### config.mk
export PLATFORM = sky130hd
export DESIGN_NAME = if_fetch_stage
export DESIGN_NICKNAME = d
export VERILOG_FILES = /design/src/rtl/if_fetch_stage.sv
export SDC_FILE = /design/constraint.sdc
export NUM_CORES = 1
export LEC_CHECK = 0
export CORE_MARGIN = 2
export CORE_UTILIZATION = 27
export DETAILED_ROUTE_END_ITERATION = 16
export PLACE_DENSITY = 0.53
export SKIP_CTS_REPAIR_TIMING = 1
export SLEW_MARGIN = 30
export SYNTH_ARGS = -nofsm -noshare
export SYNTH_HDL_FRONTEND = slang
export SYNTH_SLANG_ARGS = --single-unit
### constraint.sdc
create_clock -name clock -period 7.8 [get_ports clock]
set_input_delay 1.95 -clock clock [delete_from_list [all_inputs] [get_ports clock]]
set_output_delay 1.95 -clock clock [all_outputs]
set_load 0.05 [all_outputs]
### src/rtl/if_fetch_stage.sv
// Instruction fetch stage: one outstanding imem request, a hold buffer for words
// that arrive while decode stalls, and a discard state for redirects that race a pending fetch.
module if_fetch_stage #(
   parameter logic [31:0] RESET_PC = 32'h0000_0000,
   parameter logic [31:0] BUBBLE   = 32'h8000_0000
) (
   input  logic        clock,
   input  logic        reset,
   input  logic        stall,
   input  logic        redirect,
   input  logic [31:0] redirect_pc,
   output logic        imem_req,
   output logic [31:0] imem_addr,
   input  logic        imem_ack,
   input  logic [31:0] imem_rdata,
   output logic [31:0] if_ir,
   output logic [31:0] if_npc,
   output logic        if_valid,
   output logic [15:0] fetch_count,
   output logic [1:0]  o_dbg_state
);

   // Handshake: imem_req is high in REQ and DISCARD with imem_addr = pc; both stay
   // stable until imem_ack is seen on a rising edge, which completes that request.
   typedef enum logic [1:0] {
      ST_REQ     = 2'd0,
      ST_HOLD    = 2'd1,
      ST_DISCARD = 2'd2
   } state_t;

   state_t      r_state;
   logic [31:0] r_pc;
   logic [31:0] r_buf;
   logic [31:0] r_target;
   logic [31:0] r_ir;
   logic [31:0] r_npc;
   logic        r_valid;
   logic [15:0] r_count;
   logic [31:0] w_pc_plus4;

   assign w_pc_plus4 = r_pc + 32'd4;

   always_ff @(posedge clock or posedge reset) begin
      if (reset) begin
         r_state  <= ST_REQ;
         r_pc     <= RESET_PC;
         r_buf    <= 32'd0;
         r_target <= 32'd0;
         r_ir     <= BUBBLE;
         r_npc    <= 32'd0;
         r_valid  <= 1'b0;
         r_count  <= 16'd0;
      end else begin
         case (r_state)
            ST_REQ: begin
               if (redirect) begin
                  r_ir    <= BUBBLE;
                  r_valid <= 1'b0;
                  r_buf   <= 32'd0;
                  if (imem_ack) begin
                     r_pc <= redirect_pc;
                  end else begin
                     // The in-flight fetch must still complete before the new target is requested.
                     r_target <= redirect_pc;
                     r_state  <= ST_DISCARD;
                  end
               end else if (stall) begin
                  if (imem_ack) begin
                     r_buf   <= imem_rdata;
                     r_state <= ST_HOLD;
                  end
               end else if (imem_ack) begin
                  r_ir    <= imem_rdata;
                  r_npc   <= w_pc_plus4;
                  r_valid <= 1'b1;
                  r_pc    <= w_pc_plus4;
                  r_count <= r_count + 16'd1;
               end else begin
                  r_ir    <= BUBBLE;
                  r_valid <= 1'b0;
               end
            end

            ST_HOLD: begin
               if (redirect) begin
                  r_ir    <= BUBBLE;
                  r_valid <= 1'b0;
                  r_buf   <= 32'd0;
                  r_pc    <= redirect_pc;
                  r_state <= ST_REQ;
               end else if (!stall) begin
                  r_ir    <= r_buf;
                  r_npc   <= w_pc_plus4;
                  r_valid <= 1'b1;
                  r_pc    <= w_pc_plus4;
                  r_count <= r_count + 16'd1;
                  r_state <= ST_REQ;
               end
            end

            ST_DISCARD: begin
               if (redirect) begin
                  r_ir    <= BUBBLE;
                  r_valid <= 1'b0;
                  if (imem_ack) begin
                     r_pc    <= redirect_pc;
                     r_state <= ST_REQ;
                  end else begin
                     r_target <= redirect_pc;
                  end
               end else begin
                  if (!stall) begin
                     r_ir    <= BUBBLE;
                     r_valid <= 1'b0;
                  end
                  if (imem_ack) begin
                     r_pc    <= r_target;
                     r_state <= ST_REQ;
                  end
               end
            end

            default: r_state <= ST_REQ;
         endcase
      end
   end

   // Request is gated by reset so nothing is issued while the stage is held in reset.
   assign imem_req    = (r_state != ST_HOLD) && !reset;
   assign imem_addr   = r_pc;
   assign if_ir       = r_ir;
   assign if_npc      = r_npc;
   assign if_valid    = r_valid;
   assign fetch_count = r_count;
   assign o_dbg_state = r_state;

endmodule
==> results.json, run 1 <==
{
  "post_syn_instances": 982,
  "most_common_flop_cell_mapped_by_yosys": "sky130_fd_sc_hd__dfrtp_1",
  "startpoint_type": "input pin",
  "hold_violations": 0,
  "final_number_of_max_transition_violations": 0,
  "worst_hold_endpoint": "fetch_count[15]",
  "synth_most_common_cell": "sky130_fd_sc_hd__dfrtp_1",
  "tritoncts": "built",
  "gr-usage-all-layers_pct": 16.1,
  "post_synth_main_area_contributors": "sky130_fd_sc_hd__dfrtp_1 48%, sky130_fd_sc_hd__nand2_1 5.6%, sky130_fd_sc_hd__o21ai_0 5.3%",
  "routed_via_density": 4.93,
  "layout_min_cycle_time_ps": 5290,
  "number_of_setup_violations_in_the_final_report": 0,
  "path_buf_inv": 2,
  "cpMaxStageDelayCell": "sky130_fd_sc_hd__clkdlybuf4s50_1",
  "drive_gt1_share_pct": 9.44,
  "slowest_delay_ps": 810,
  "grt_setup_unrepaired": "false",
  "first_global_vias": 7475,
  "grt_max_degree": 91,
  "nets": 1195,
  "r2r_setup_slack_ps": 4860,
  "synth_simple_gate_area_share_pct": 15.2,
  "post_route_setup_slack_ps": 2510,
  "static-leakage-power_nw": 4.87,
  "synth_compound_area_share_pct": 20.5,
  "placement_rows": 67,
  "drc": 0,
  "synth_top_area_share_pct": 48.4,
  "cts_sinks": 179,
  "syn_nets": 1057,
  "floorplan.die.width_um": 189,
  "critical_path.cell_chain": "clkdlybuf4s50_1 > nor2_1 > clkdlybuf4s50_1",
  "cell_pwr_density_nw_per_um2": 438,
  "global_route_wire_length_before_repair_um": 44700,
  "cp_top_family": "buffers and inverters",
  "route.final.wire_length_um": 28600,
  "synth-adder-area-share_pct": 0.815,
  "clkLatencyLatePin_ps": 440,
  "dp_cells": 1549,
  "gp_congestion": 0.772,
  "area_growth_syn_to_layout_pct": 30.0,
  "yosys_register_bits": 179,
  "yosysWarnings": 0,
  "final_min_period_over_clock_period_pct": 67.8,
  "io-pin-count": 185,
  "cts_max_path_buffers": 2,
  "clk_transition_reported_paths_ps": 80,
  "total_power_consumption_mw": 5.25,
  "synth.distinct_cells": 71,
  "vdd_drop_max_v": 0.000200,
  "synthTopCellsByCount": "178 x sky130_fd_sc_hd__dfrtp_1, 138 x sky130_fd_sc_hd__nand2_1, 98 x sky130_fd_sc_hd__o21ai_0",
  "worst_path_most_repeated_cell": "sky130_fd_sc_hd__clkdlybuf4s50_1",
  "worst_slew_margin_rel_pct": 42.1,
  "cts_root_buf": "sky130_fd_sc_hd__clkbuf_16",
  "main_combinational_cell_family_by_area_after_synthesis": "compound AO/OA/AOI/OAI gates",
  "seq_area_frac_synth_pct": 48.6,
  "cts_made_buffers": 17,
  "synth.mux.area_fraction_pct": 6.00,
  "drt_first_iter_violations": 411,
  "die-height_um": 189,
  "clock-skew-final_ps": 14.3,
  "ff2ff_path_depth": 8,
  "final.hold.worst_slack_ps": 471,
  "run_status": "finished, final reports clean",
  "timing.critical_path.arrival_ps": 3340,
  "syn-cell-area_um2": 9210,
  "core_area_um2": 33500,
  "synthesis.area_per_instance_um2": 9.38,
  "grt_antenna_before_repair": 7,
  "cts.htree.levels": 4,
  "worstSetupEndpointType": "primary output",
  "critical_path_peak_fanout": 2,
  "route.detailed.wl_per_inst_um": 18.0,
  "drt_pass1_iterations": 7,
  "synth_edf_count": 0,
  "total_via_count_after_detailed_routing": 7809,
  "min_delay_path_depth": 1,
  "reg2reg_from": "o_dbg_state[1]",
  "hold_path.startpoint": "fetch_count[15]",
  "setup.worst_path.class": "in2out",
  "maxClockFrequency_ghz": 0.189,
  "gr-total-overflow": 0,
  "min_path_type": "reg2reg",
  "dp_hpwl_um": 19100,
  "finish.cell_count_without_fillers": 1584,
  "synth-async-reset-ratio_pct": 100,
  "tightest_slew_ps": 869,
  "drtAntennaViolNets": 0,
  "yosys.area_share.xor_xnor_pct": 4.09,
  "cap_violations": 0,
  "critical_path_required_ps": 5850,
  "numPortBuffers": 184,
  "dpl_worst_slack_ps": 2500,
  "dieArea_um2": 35600,
  "start_util_pct": 27.5,
  "finalSetupTns_ps": 0,
  "synth.largest_area_cell": "sky130_fd_sc_hd__dfrtp_1",
  "reg2reg_to": "fetch_count[15]"
}
[flip-flops by register name, indices dropped and copies added (netlist names)]
signal / flops
if_npc: 32
fetch_count: 16
if_valid: 1
r_buf: 32
imem_addr: 32
o_dbg_state: 2
r_target: 32
if_ir: 32
[how the worst max path moves through the flow]
| stage | depth (start not counted) | endpoint | startpoint |
|---|---|---|---|
| after floorplan | 1 | fetch_count[0] | reset |
| after global placement | 3 | imem_req | reset |
| after detailed placement | 3 | imem_req | reset |
| after CTS | 3 | imem_req | reset |
| after global routing | 3 | imem_req | reset |
| final | 3 | imem_req | reset |
[per-layer routing]
metal  vias up  wire [µm]  GRT usage [%]
met5         -         39              0
li1       3775          -              -
met2       245      13100           25.3
met3        33       2040           5.01
met1      3750      13000           21.5
met4         6        396           4.15
[through the flow]
stage / instance area (µm²) / util [%]
after floorplan: 9210 / -
after global placement: 11400 / 33.9
after detailed placement: 11400 / 33.9
after CTS: 12000 / 35.7
after global routing: 12000 / 35.7
final: 12000 / 35.7
[cell usage in the layout, fill, tap and decap left out, types with 5 or more instances in the layout]
cell and count:
sky130_fd_sc_hd__and2_1 5, sky130_fd_sc_hd__ha_1 6, sky130_fd_sc_hd__mux2_2 34, sky130_fd_sc_hd__o21ai_0 97
sky130_fd_sc_hd__o22ai_1 13, sky130_fd_sc_hd__dfrtp_1 178, sky130_fd_sc_hd__clkdlybuf4s50_1 183, sky130_fd_sc_hd__xnor2_1 30
sky130_fd_sc_hd__nor2_1 83, sky130_fd_sc_hd__a22o_1 19, sky130_fd_sc_hd__mux2i_1 17, sky130_fd_sc_hd__nand4_1 10
sky130_fd_sc_hd__clkbuf_16 17, sky130_fd_sc_hd__a21oi_1 64, sky130_fd_sc_hd__xor2_1 13, sky130_fd_sc_hd__inv_1 15
sky130_fd_sc_hd__a211oi_1 9, sky130_fd_sc_hd__a22oi_1 41, sky130_fd_sc_hd__inv_6 6, sky130_fd_sc_hd__buf_4 14
sky130_fd_sc_hd__a221oi_1 10, sky130_fd_sc_hd__nand2_1 138, sky130_fd_sc_hd__nand3_1 24, sky130_fd_sc_hd__nor3_1 14
[final cells by class]
type                       instances  area (µm²)
tap                              448         561
antenna                            3        7.51
sequential                       179        4480
multi-input combinational        707        4330
clock inverter                    13         130
fill                            3393       21600
timing repair buffer             198        1940
clock buffer                      19         453
inverter                          17        68.8
[power breakdown]
group          switching, mW  total (mW)  internal, mW
Sequential             0.350        1.66          1.31
Combinational           1.78        2.71         0.926
Clock                  0.434       0.878         0.444
[worst reg2reg max path, delay by kind of cell, from the launching register on]
kind                       cells  cell delay (ps)
xor gates and xnor gates       1              150
adders and majority gates      1              630
buffers and inverters          1              100
DFF                            1              430
muxes                          1              270
and+or+nand+nor                4             1280
[cell families (layout without fill, tap and decap cells)]
kind of cell | count (synthesis) | in the layout
buffers and inverters | 96 | 247
flip-flops | 179 | 179
multiplexers | 51 | 51
XOR/XNOR | 43 | 43
AO/OA/AOI/OAI | 298 | 298
adder cells (fa/ha/maj) | 6 | 6
AND/OR/NAND/NOR | 309 | 309
other | 0 | 3
Note: power is estimated with default switching activity, not from simulation.
==> inputs of run 2 (changes only) <==
clock period = 5.05 ns   (was 7.8 ns; I/O delays follow)
==> results.json, run 2 (synthesis results as in run 1) <==
{
  "intPower_mw": 4.33,
  "dieArea_um2": 35600,
  "drt_pass1_iterations": 5,
  "drtAntennaViolNets": 0,
  "start_util_pct": 27.5,
  "min_path_type": "reg2reg",
  "gp_congestion": 0.804,
  "number_of_setup_violations_in_the_final_report": 0,
  "cap_violations": 0,
  "layout_min_cycle_time_ps": 3900,
  "total_via_count_after_detailed_routing": 7848,
  "run_status": "finished, final reports clean",
  "io-pin-count": 185,
  "routed_via_density": 4.94,
  "core_area_um2": 33500,
  "seq_power_share_pct": 31.3,
  "placement_rows": 67,
  "gr-total-overflow": 0,
  "worst_hold_endpoint": "fetch_count[15]",
  "die-height_um": 189,
  "tightest_slew_ps": 887,
  "cts_max_path_buffers": 2,
  "clkLatencyLatePin_ps": 430,
  "vdd_drop_max_v": 0.000373,
  "fillCellCount": 3408,
  "timing.critical_path.arrival_ps": 2640,
  "post_route_setup_slack_ps": 1150,
  "dpl_worst_slack_ps": 1140,
  "dp_hpwl_um": 19600,
  "route.final.wire_length_um": 28800,
  "final_number_of_max_transition_violations": 0,
  "layout.cells.most_common_list": "183 x sky130_fd_sc_hd__clkdlybuf4s50_1, 178 x sky130_fd_sc_hd__dfrtp_1, 137 x sky130_fd_sc_hd__nand2_1, 98 x sky130_fd_sc_hd__o21ai_0, 83 x sky130_fd_sc_hd__nor2_1",
  "drt_first_iter_violations": 406,
  "ff2ff_path_depth": 8,
  "grt_max_degree": 111,
  "r2r_setup_slack_ps": 2220,
  "static-leakage-power_nw": 4.93,
  "cts_root_buf": "sky130_fd_sc_hd__clkbuf_16",
  "netSwitchingFraction_pct": 47.6,
  "clk_transition_reported_paths_ps": 70,
  "first_global_vias": 7810,
  "finalSetupTns_ps": 0,
  "mostFrequentLayoutCell": "sky130_fd_sc_hd__clkdlybuf4s50_1",
  "power.share.clock_pct": 17.8,
  "floorplan.die.width_um": 189,
  "critical_path_required_ps": 3790,
  "cpMaxStageDelayCell": "sky130_fd_sc_hd__clkdlybuf4s50_1",
  "reg2reg_from": "o_dbg_state[1]",
  "multiInputGateArea_um2": 4330,
  "worstSetupEndpointType": "primary output",
  "startpoint_type": "input pin",
  "reg2reg_to": "fetch_count[15]",
  "tritoncts": "built",
  "worst_path_most_repeated_cell": "sky130_fd_sc_hd__clkdlybuf4s50_1",
  "setup.worst_path.class": "in2out",
  "final.hold.worst_slack_ps": 469,
  "cts.htree.levels": 4,
  "slowest_delay_ps": 810,
  "cell_pwr_density_nw_per_um2": 683,
  "gr-usage-all-layers_pct": 16.2,
  "drive_gt1_share_pct": 9.76,
  "cts_made_buffers": 17,
  "grt_setup_unrepaired": "false",
  "worst_slew_margin_rel_pct": 40.9,
  "nets": 1199,
  "final_min_period_over_clock_period_pct": 77.2,
  "min_delay_path_depth": 1,
  "drc": 0,
  "critical_path_peak_fanout": 2,
  "area_growth_syn_to_layout_pct": 31.3,
  "clock-skew-final_ps": 13.8,
  "pwr-share-comb_pct": 50.9,
  "global_route_wire_length_before_repair_um": 45200,
  "critical_path.cell_chain": "clkdlybuf4s50_1 > nor2_1 > clkdlybuf4s50_1",
  "seq_area_um2": 4480,
  "hold_path.startpoint": "fetch_count[15]",
  "numPortBuffers": 184,
  "route.detailed.wl_per_inst_um": 18.1,
  "maxClockFrequency_ghz": 0.257,
  "grt_antenna_before_repair": 7,
  "cts_sinks": 179,
  "hold_violations": 0,
  "p_sw_mw": 3.94
}
run 2: changes by cell type in the layout (fill, tap and decap cells not counted), moves of 2 or more:
cell / change
sky130_fd_sc_hd__inv_8: -3
sky130_fd_sc_hd__clkinv_2: +3
sky130_fd_sc_hd__inv_6: -2
sky130_fd_sc_hd__bufinv_16: +4
sky130_fd_sc_hd__buf_12: +2
run 2: layer usage:
| metal | GRT usage, % | wire length, µm |
|---|---|---|
| met1 | 22.0 | 13400 |
| met5 | 0 | 24 |
| met3 | 4.79 | 2020 |
| met2 | 25.0 | 13000 |
| met4 | 4.36 | 375 |
run 2: worst max path at each step:
stage                                end  startpoint  slack [ps]
after detailed placement        imem_req       reset        1140
after global placement          imem_req       reset        1140
after floorplan           fetch_count[0]       reset        1490
after global routing            imem_req       reset        1080
final                           imem_req       reset        1150
after CTS                       imem_req       reset        1140
run 2: critical path, delay by kind of cell:
kind	cells	cell delay [ps]
buffers and inverters	2	1260
AND/OR/NAND/NOR	1	110
run 2: power groups by stage:
stage | combinational (mW) | clock (mW) | sequential (mW)
after floorplan | 1.79 | 0 | 3.62
after global placement | 4.17 | 0 | 2.60
after detailed placement | 4.22 | 0 | 2.60
after CTS | 4.24 | 1.50 | 2.59
after global routing | 4.52 | 1.57 | 2.67
final | 4.21 | 1.47 | 2.59
run 2: cell type report:
cell class | count | area share (%)
diodes | 4 | 0.0827
well taps | 448 | 4.63
clock buffers | 18 | 3.63
inverters | 17 | 0.558
clock inverters | 14 | 1.63
repair buffers | 202 | 16.7
flip-flops and latches | 179 | 37.0
multi-input cells | 707 | 35.8
run 2: metrics by stage:
step	instance area, µm²	utilization, %	total power [mW]	instances
floorplan	9220	-	5.40	982
global placement	11400	34.0	6.77	1551
detailed placement	11500	34.1	6.83	1553
CTS	12100	36.0	8.33	1585
global route	12100	36.1	8.77	1586
finish	12100	36.1	8.27	1589
